`src/rtl/pc_sequencer.sv`:
```
// Program-counter sequencer for the fetch front end; drives the shared Add16 adder and imem fetch requests.
// Optional return-address stack (call_en/ret_en/ras_err) enabled by defining CALL_STACK_EN.
module pc_sequencer #(
  parameter logic [15:0] RESET_VECTOR = 16'h0000,
  parameter int unsigned RAS_DEPTH    = 4
) (
  input  logic        clk,
  input  logic        rst_n,
  output logic [15:0] add_a,
  output logic [15:0] add_b,
  input  logic [15:0] add_sum,
  output logic [15:0] imem_addr,
  output logic        imem_req,
  input  logic        imem_ack,
  input  logic        stall,
  input  logic        branch_en,
  input  logic [15:0] branch_off,
  input  logic        jump_en,
  input  logic [15:0] jump_tgt,
  input  logic        halt_req,
  input  logic        resume,
  output logic [15:0] pc,
  output logic        halted
`ifdef CALL_STACK_EN
  ,
  input  logic        call_en,
  input  logic        ret_en,
  output logic        ras_err
`endif
);

  localparam int unsigned W = 16;

  typedef enum logic [1:0] {
    S_BOOT   = 2'd0,
    S_FETCH  = 2'd1,
    S_HALTED = 2'd2
  } state_e;

  state_e         state_q, state_d;
  logic [W-1:0]   pc_q, pc_d;
  logic           imem_req_q, imem_req_d;
  logic           halted_q, halted_d;
  logic           in_fetch;
  logic           take;
  logic           call_sel;
  logic           ret_sel;

`ifdef CALL_STACK_EN
  localparam int unsigned PW = (RAS_DEPTH > 1) ? $clog2(RAS_DEPTH) : 1;
  localparam int unsigned CW = $clog2(RAS_DEPTH + 1);

  logic [W-1:0]   ras_q [RAS_DEPTH];
  logic [W-1:0]   ras_d [RAS_DEPTH];
  logic [PW-1:0]  ptr_q, ptr_d, ptr_dec, ptr_inc;
  logic [CW-1:0]  cnt_q, cnt_d;
  logic           ras_err_q, ras_err_d;

  assign call_sel = call_en;
  assign ret_sel  = ret_en;
  assign ras_err  = ras_err_q;
  assign ptr_dec  = (ptr_q == '0) ? PW'(RAS_DEPTH - 1) : PW'(ptr_q - 1'b1);
  assign ptr_inc  = (ptr_q == PW'(RAS_DEPTH - 1)) ? '0 : PW'(ptr_q + 1'b1);
`else
  assign call_sel = 1'b0;
  assign ret_sel  = 1'b0;
`endif

  assign in_fetch  = (state_q == S_FETCH);
  assign take      = in_fetch && !stall;
  assign add_a     = pc_q;
  assign imem_addr = pc_q;
  assign pc        = pc_q;
  assign imem_req  = imem_req_q;
  assign halted    = halted_q;

  // Offset only when a relative branch actually wins; calls need pc+1 for the return address.
  always_comb begin
    add_b = 16'h0001;
    if (in_fetch && branch_en && !jump_en && !call_sel && !ret_sel) add_b = branch_off;
  end

  always_comb begin
    state_d    = state_q;
    pc_d       = pc_q;
    imem_req_d = imem_req_q;
    halted_d   = halted_q;
`ifdef CALL_STACK_EN
    ras_d      = ras_q;
    ptr_d      = ptr_q;
    cnt_d      = cnt_q;
    ras_err_d  = 1'b0;
`endif
    case (state_q)
      S_BOOT: begin
        state_d    = S_FETCH;
        imem_req_d = 1'b1;
      end
      S_FETCH: begin
        if (take) begin
          if (ret_sel) begin
`ifdef CALL_STACK_EN
            if (cnt_q == '0) begin
              ras_err_d = 1'b1;
            end else begin
              pc_d  = ras_q[ptr_dec];
              ptr_d = ptr_dec;
              cnt_d = CW'(cnt_q - 1'b1);
            end
`endif
          end else if (call_sel) begin
            pc_d = jump_tgt;
`ifdef CALL_STACK_EN
            // Circular stack: a push when full silently overwrites the oldest entry.
            ras_d[ptr_q] = add_sum;
            ptr_d        = ptr_inc;
            if (cnt_q != CW'(RAS_DEPTH)) cnt_d = CW'(cnt_q + 1'b1);
`endif
          end else if (jump_en) begin
            pc_d = jump_tgt;
          end else if (branch_en || imem_ack) begin
            pc_d = add_sum;
          end
        end
        if (halt_req) begin
          state_d    = S_HALTED;
          imem_req_d = 1'b0;
          halted_d   = 1'b1;
        end
      end
      S_HALTED: begin
        if (resume && !halt_req) begin
          state_d    = S_FETCH;
          imem_req_d = 1'b1;
          halted_d   = 1'b0;
        end
      end
      default: begin
        state_d    = S_BOOT;
        imem_req_d = 1'b0;
        halted_d   = 1'b0;
      end
    endcase
  end

  always_ff @(posedge clk or negedge rst_n) begin
    if (!rst_n) begin
      state_q    <= S_BOOT;
      pc_q       <= RESET_VECTOR;
      imem_req_q <= 1'b0;
      halted_q   <= 1'b0;
    end else begin
      state_q    <= state_d;
      pc_q       <= pc_d;
      imem_req_q <= imem_req_d;
      halted_q   <= halted_d;
    end
  end

`ifdef CALL_STACK_EN
  always_ff @(posedge clk or negedge rst_n) begin
    if (!rst_n) begin
      for (int i = 0; i < int'(RAS_DEPTH); i++) ras_q[i] <= '0;
      ptr_q     <= '0;
      cnt_q     <= '0;
      ras_err_q <= 1'b0;
    end else begin
      ras_q     <= ras_d;
      ptr_q     <= ptr_d;
      cnt_q     <= cnt_d;
      ras_err_q <= ras_err_d;
    end
  end
`endif

endmodule

```
`config.mk`:
```
export PLATFORM = sky130hd
export DESIGN_NAME = pc_sequencer
export DESIGN_NICKNAME = d
export VERILOG_FILES = /design/src/rtl/pc_sequencer.sv
export SDC_FILE = /design/constraint.sdc
export NUM_CORES = 1
export LEC_CHECK = 0
export CAP_MARGIN = 20
export CORE_ASPECT_RATIO = 2
export CORE_MARGIN = 5
export CORE_UTILIZATION = 29
export CTS_CLUSTER_DIAMETER = 200
export DETAILED_ROUTE_END_ITERATION = 8
export MAX_ROUTING_LAYER = met4
export PLACE_DENSITY = 0.78
export SYNTH_ARGS = -nofsm -noshare
export SYNTH_HDL_FRONTEND = slang
export SYNTH_SLANG_ARGS = --single-unit
```
`constraint.sdc`:
```
create_clock -name clk -period 1.7 [get_ports clk]
set_input_delay 0.17 -clock clk [delete_from_list [all_inputs] [get_ports clk]]
set_output_delay 0.17 -clock clk [all_outputs]
set_load 0.02 [all_outputs]
```
# Word-level counts from Yosys, hierarchy flattened
# Index checks and enable logic that the tools add are counted.
# totals
ff_bits	20
output_inout_bits	66
word_cells	34
# classes
eq_ne	4
muxes	12
bitwise	1
n_reduce_logical	13
# ops
op	count
16-bit 2-to-1 mux	3
1-bit one-hot mux with 3 select lines	2
2-bit one-hot mux with 3 select lines	1
3-bit AND reduction	2
1-bit logical AND	4
1-bit 2-to-1 mux	4
2-bit 2-to-1 mux	2
2-bit != test, second input constant	2
1-bit zero test	3
2-bit by 1-bit == test with 1-bit output, second input constant	1
2-bit == test, second input constant	1
2-bit zero test	1
2-bit AND reduction	1
2-bit nonzero test	1
1-bit logical OR	1
1-bit inverter	1

# Depth between registers and ports, before layout
# logic_depth
ltp_word	4
depth_mapped	5
depth_no_buf	3

# Worst setup path after synthesis
# No wires, ideal clock.
# synth_timing
kind	register -> register
startpoint	register state_q[1]
endpoint	register pc_q[0], in the netlist add_a[0]
setup_time_ns	0.125
t_arrival_ns	1.465
t_required_ns	1.575
slack_ns	0.110
path_stages_with_launch	5
n_path_buf	2
synth_period_minus_slack_ns	1.590
cell_sequence	dfrtp_1 -> buf_2 -> nor4b_4 -> buf_6 -> mux2_4
# synth_between
elab_chain_cells	3
# synth_lines
item	line	text
start: declaration	40	state_e state_q, state_d;
start signal: assignment	153	state_q <= state_d;
2-bit by 1-bit == test with 1-bit output *	69, 94	
1-bit logical AND	70	assign take = in_fetch && !stall;
3-bit AND reduction (no line) *	--	
end signal: assignment	154	pc_q <= pc_d;
end: declaration	41	logic [W-1:0] pc_q, pc_d;
# Mark *: on every way between the ends. The rest lies on a longest branch, timed or not.
# A chain may end at the register's enable or synchronous reset.

# Worst setup path after layout
# layout_timing
startpoint	register state_q[1]
endpoint	output port add_b[0]
# layout_between
elab_chain_cells	4
# layout_lines
item	line	text
2-bit by 1-bit == test with 1-bit output	69	assign in_fetch = (state_q == S_FETCH);
1-bit logical AND (2 in a row)	80	if (in_fetch && branch_en && !jump_en && !call_sel && !ret_sel) add_b = branch_off;
16-bit 2-to-1 mux	80	
end: declaration	10	output logic [15:0] add_b,
# Every way passes these cells.

==> impl_metrics.ini <==
[outcome]
outcome = finished, final reports clean

[floorplanning]
start_util_pct = 29.4
ios = 122
core_um2 = 4770
die_y_um = 108
die_x_um = 59.2
dieArea_um2 = 6420
fp-row-count = 36

[yosys]
synthDistinctLibCells = 23
synth_nets = 179
yosysWarnings = 0
synth_edf_count = 0
ys_ff_latch = 20
ys.flop_type = dfrtp_1
synth_area_per_cell_um2 = 11.4
synthArstFlopShare_pct = 100
synthCells = 123
ys_seq_area_share_pct = 35.7
syn_area_um2 = 1400

[cts]
htreeDepth = 1
cts-buffers-inserted = 3
cts_tree = done
clk_path_buf_depth = 2
path_clk_slew_ns = 0.07
cts.sink_count = 20
cts-root-buf = clkbuf_8
clkLatencyLatePin_ns = 0.25

[grt]
grt_pass1_wl_um = 6060
grt_use_met3_pct = 2.63
antenna_found_initial = 0
use_met1_pct = 14.2
grt_most_used_layer = met2
grt.total_usage_pct = 12.0
grt_overflow = 0
grt_util_met2_pct = 20.5
grt_max_degree = 21
first_global_vias = 1254

[sta]
slew_headroom_pct = 83.0
tightest_slew_ns = 0.255
fin_setup_tns_ns = 0
finalSetupViolCount = 0
fin_skew_ns = 0.00327
timing.hold.ws_ns = 0.271
fin_crit_ns = 1.60
hold_viol = 0
min_period_over_period_pct = 94.0
final_max_slew_viol_count = 0
clock.fmax_mhz = 626
rsz0062_at_grt = no

[hold_path]
holdCritPathClass = in2async

[pwr]
p_per_area_nw_per_um2 = 1710
leakage_nw = 1.05
max-vdd-ir-drop_mv = 1.10

[routing]
vias = 1200
drc = 0
postRouteAntennaNets = 0
first_pass_iters = 3
wl_per_cell_um = 15.2
drt-initial-drc-count = 24
wl_um = 4160
avgViaCountPerCell = 4.38

[cells_and_area]
drive_gt1_share_pct = 28.1
fillCellCount = 464
final_cell_count_no_fill = 274
diodes = 0
syn_to_final_growth_pct = 77.3
final_nets = 275

[critical_path]
worstSetupPathType = reg2out
end_kind = output pin
critical_path_arrival_ns = 1.43
cp-start-kind = register
crit_fanout = 8
cp.required_ns = 1.53

[placement]
io_buffers = 121
dp_hpwl_um = 3250
place_congestion = 0.770
dpl.cell_count = 268

[run]
drv_cap = 0
-- logic make-up (layout without fill, tap and decap cells) --
family	after synthesis	after routing	synth area share, %
AO/OA/AOI/OAI	7	7	3.12
flip-flops	20	20	35.7
multiplexers	32	32	28.3
buffers and inverters	39	132	20.2
AND/OR/NAND/NOR	25	26	12.7
-- cells in the final DEF, fill, tap and decap left out, types with 3 or more instances in the layout --
cell               n
and2_1            15
buf_4              4
clkbuf_2          15
clkbuf_8           3
clkdlybuf4s50_1  104
dfrtp_1           20
mux2_2            22
mux2_4            10
-- worst max-delay path, cell delays in order (launching register included) --
cell	delay, ns
dfrtp_1	0.40
and4bb_4	0.39
nand2b_1	0.07
dlygate4sd2_1	0.32
-- synthesized netlist by cell type, drive strengths merged (2+ instances only) --
master   n  area, um2
nand2b   2       12.5
mux2    32        398
and2    15       93.8
buf     36        273
o21ai    2       10.0
clkbuf   2       7.51
dfrtp   20        500
nor2     2       7.51
-- final cells by class --
type / count / area (um2) / area share, %
clock buffers: 3 / 41.3 / 1.66
inverters: 1 / 3.75 / 0.151
multi-input cells: 65 / 639 / 25.7
flip-flops and latches: 20 / 500 / 20.1
well taps: 57 / 71.3 / 2.87
repair buffers: 128 / 1230 / 49.5
-- repair_timing --
action | 4_1_cts | 5_1_grt
gates resized for setup | 29 | 23
buffers inserted | 0 | 1
pin swaps | 0 | 1
hold buffers | 0 | 0
cloned | 0 | 2
setup endpoints to repair | 22 | 23
-- worst paths after layout --
path | startpoint | to | slack [ns] | cells after the start
max | state_q[1] | add_b[0] | 0.10 | 3
min | rst_n | add_a[6] | 0.27 | 2
max reg2reg | state_q[1] | add_a[2] | 0.17 | 5
min reg2reg | halted | halted | 0.53 | 2
max in group asynchronous | rst_n | add_a[10] | 1.22 | 2
min in group clk | halted | halted | 0.53 | 2
-- per-stage QoR --
step           area (um2)  util, %  power [W]  setup slack (ns)
6_report             2490     52.1    0.00425             0.102
5_1_grt              2490     52.1    0.00450            0.0103
4_1_cts              2500     52.3    0.00425          0.000704
3_5_place_dp         2460     51.4    0.00395            -0.330
3_3_place_gp         2460     51.4    0.00391            -0.292
2_1_floorplan        1400        -    0.00291             0.110
-- sequential cells by signal, summed over array words and instances, names as in the netlist --
name / count
imem_req: 1
add_a: 16
state_q: 2
halted: 1
-- where the power goes --
| group | switching, W | internal [W] |
|---|---|---|
| Combinational | 0.00135 | 0.00163 |
| Clock | 0.000135 | 0.000157 |
| Sequential | 0.000251 | 0.000724 |
| Total | 0.00174 | 0.00251 |
-- per-layer routing --
metal / vias up / routed length (um)
met4: 0 / 16
met3: 2 / 446
met2: 74 / 2140
met1: 553 / 1570
met5: - / 0
li1: 571 / -
Note: power is estimated with default switching activity, not from simulation.
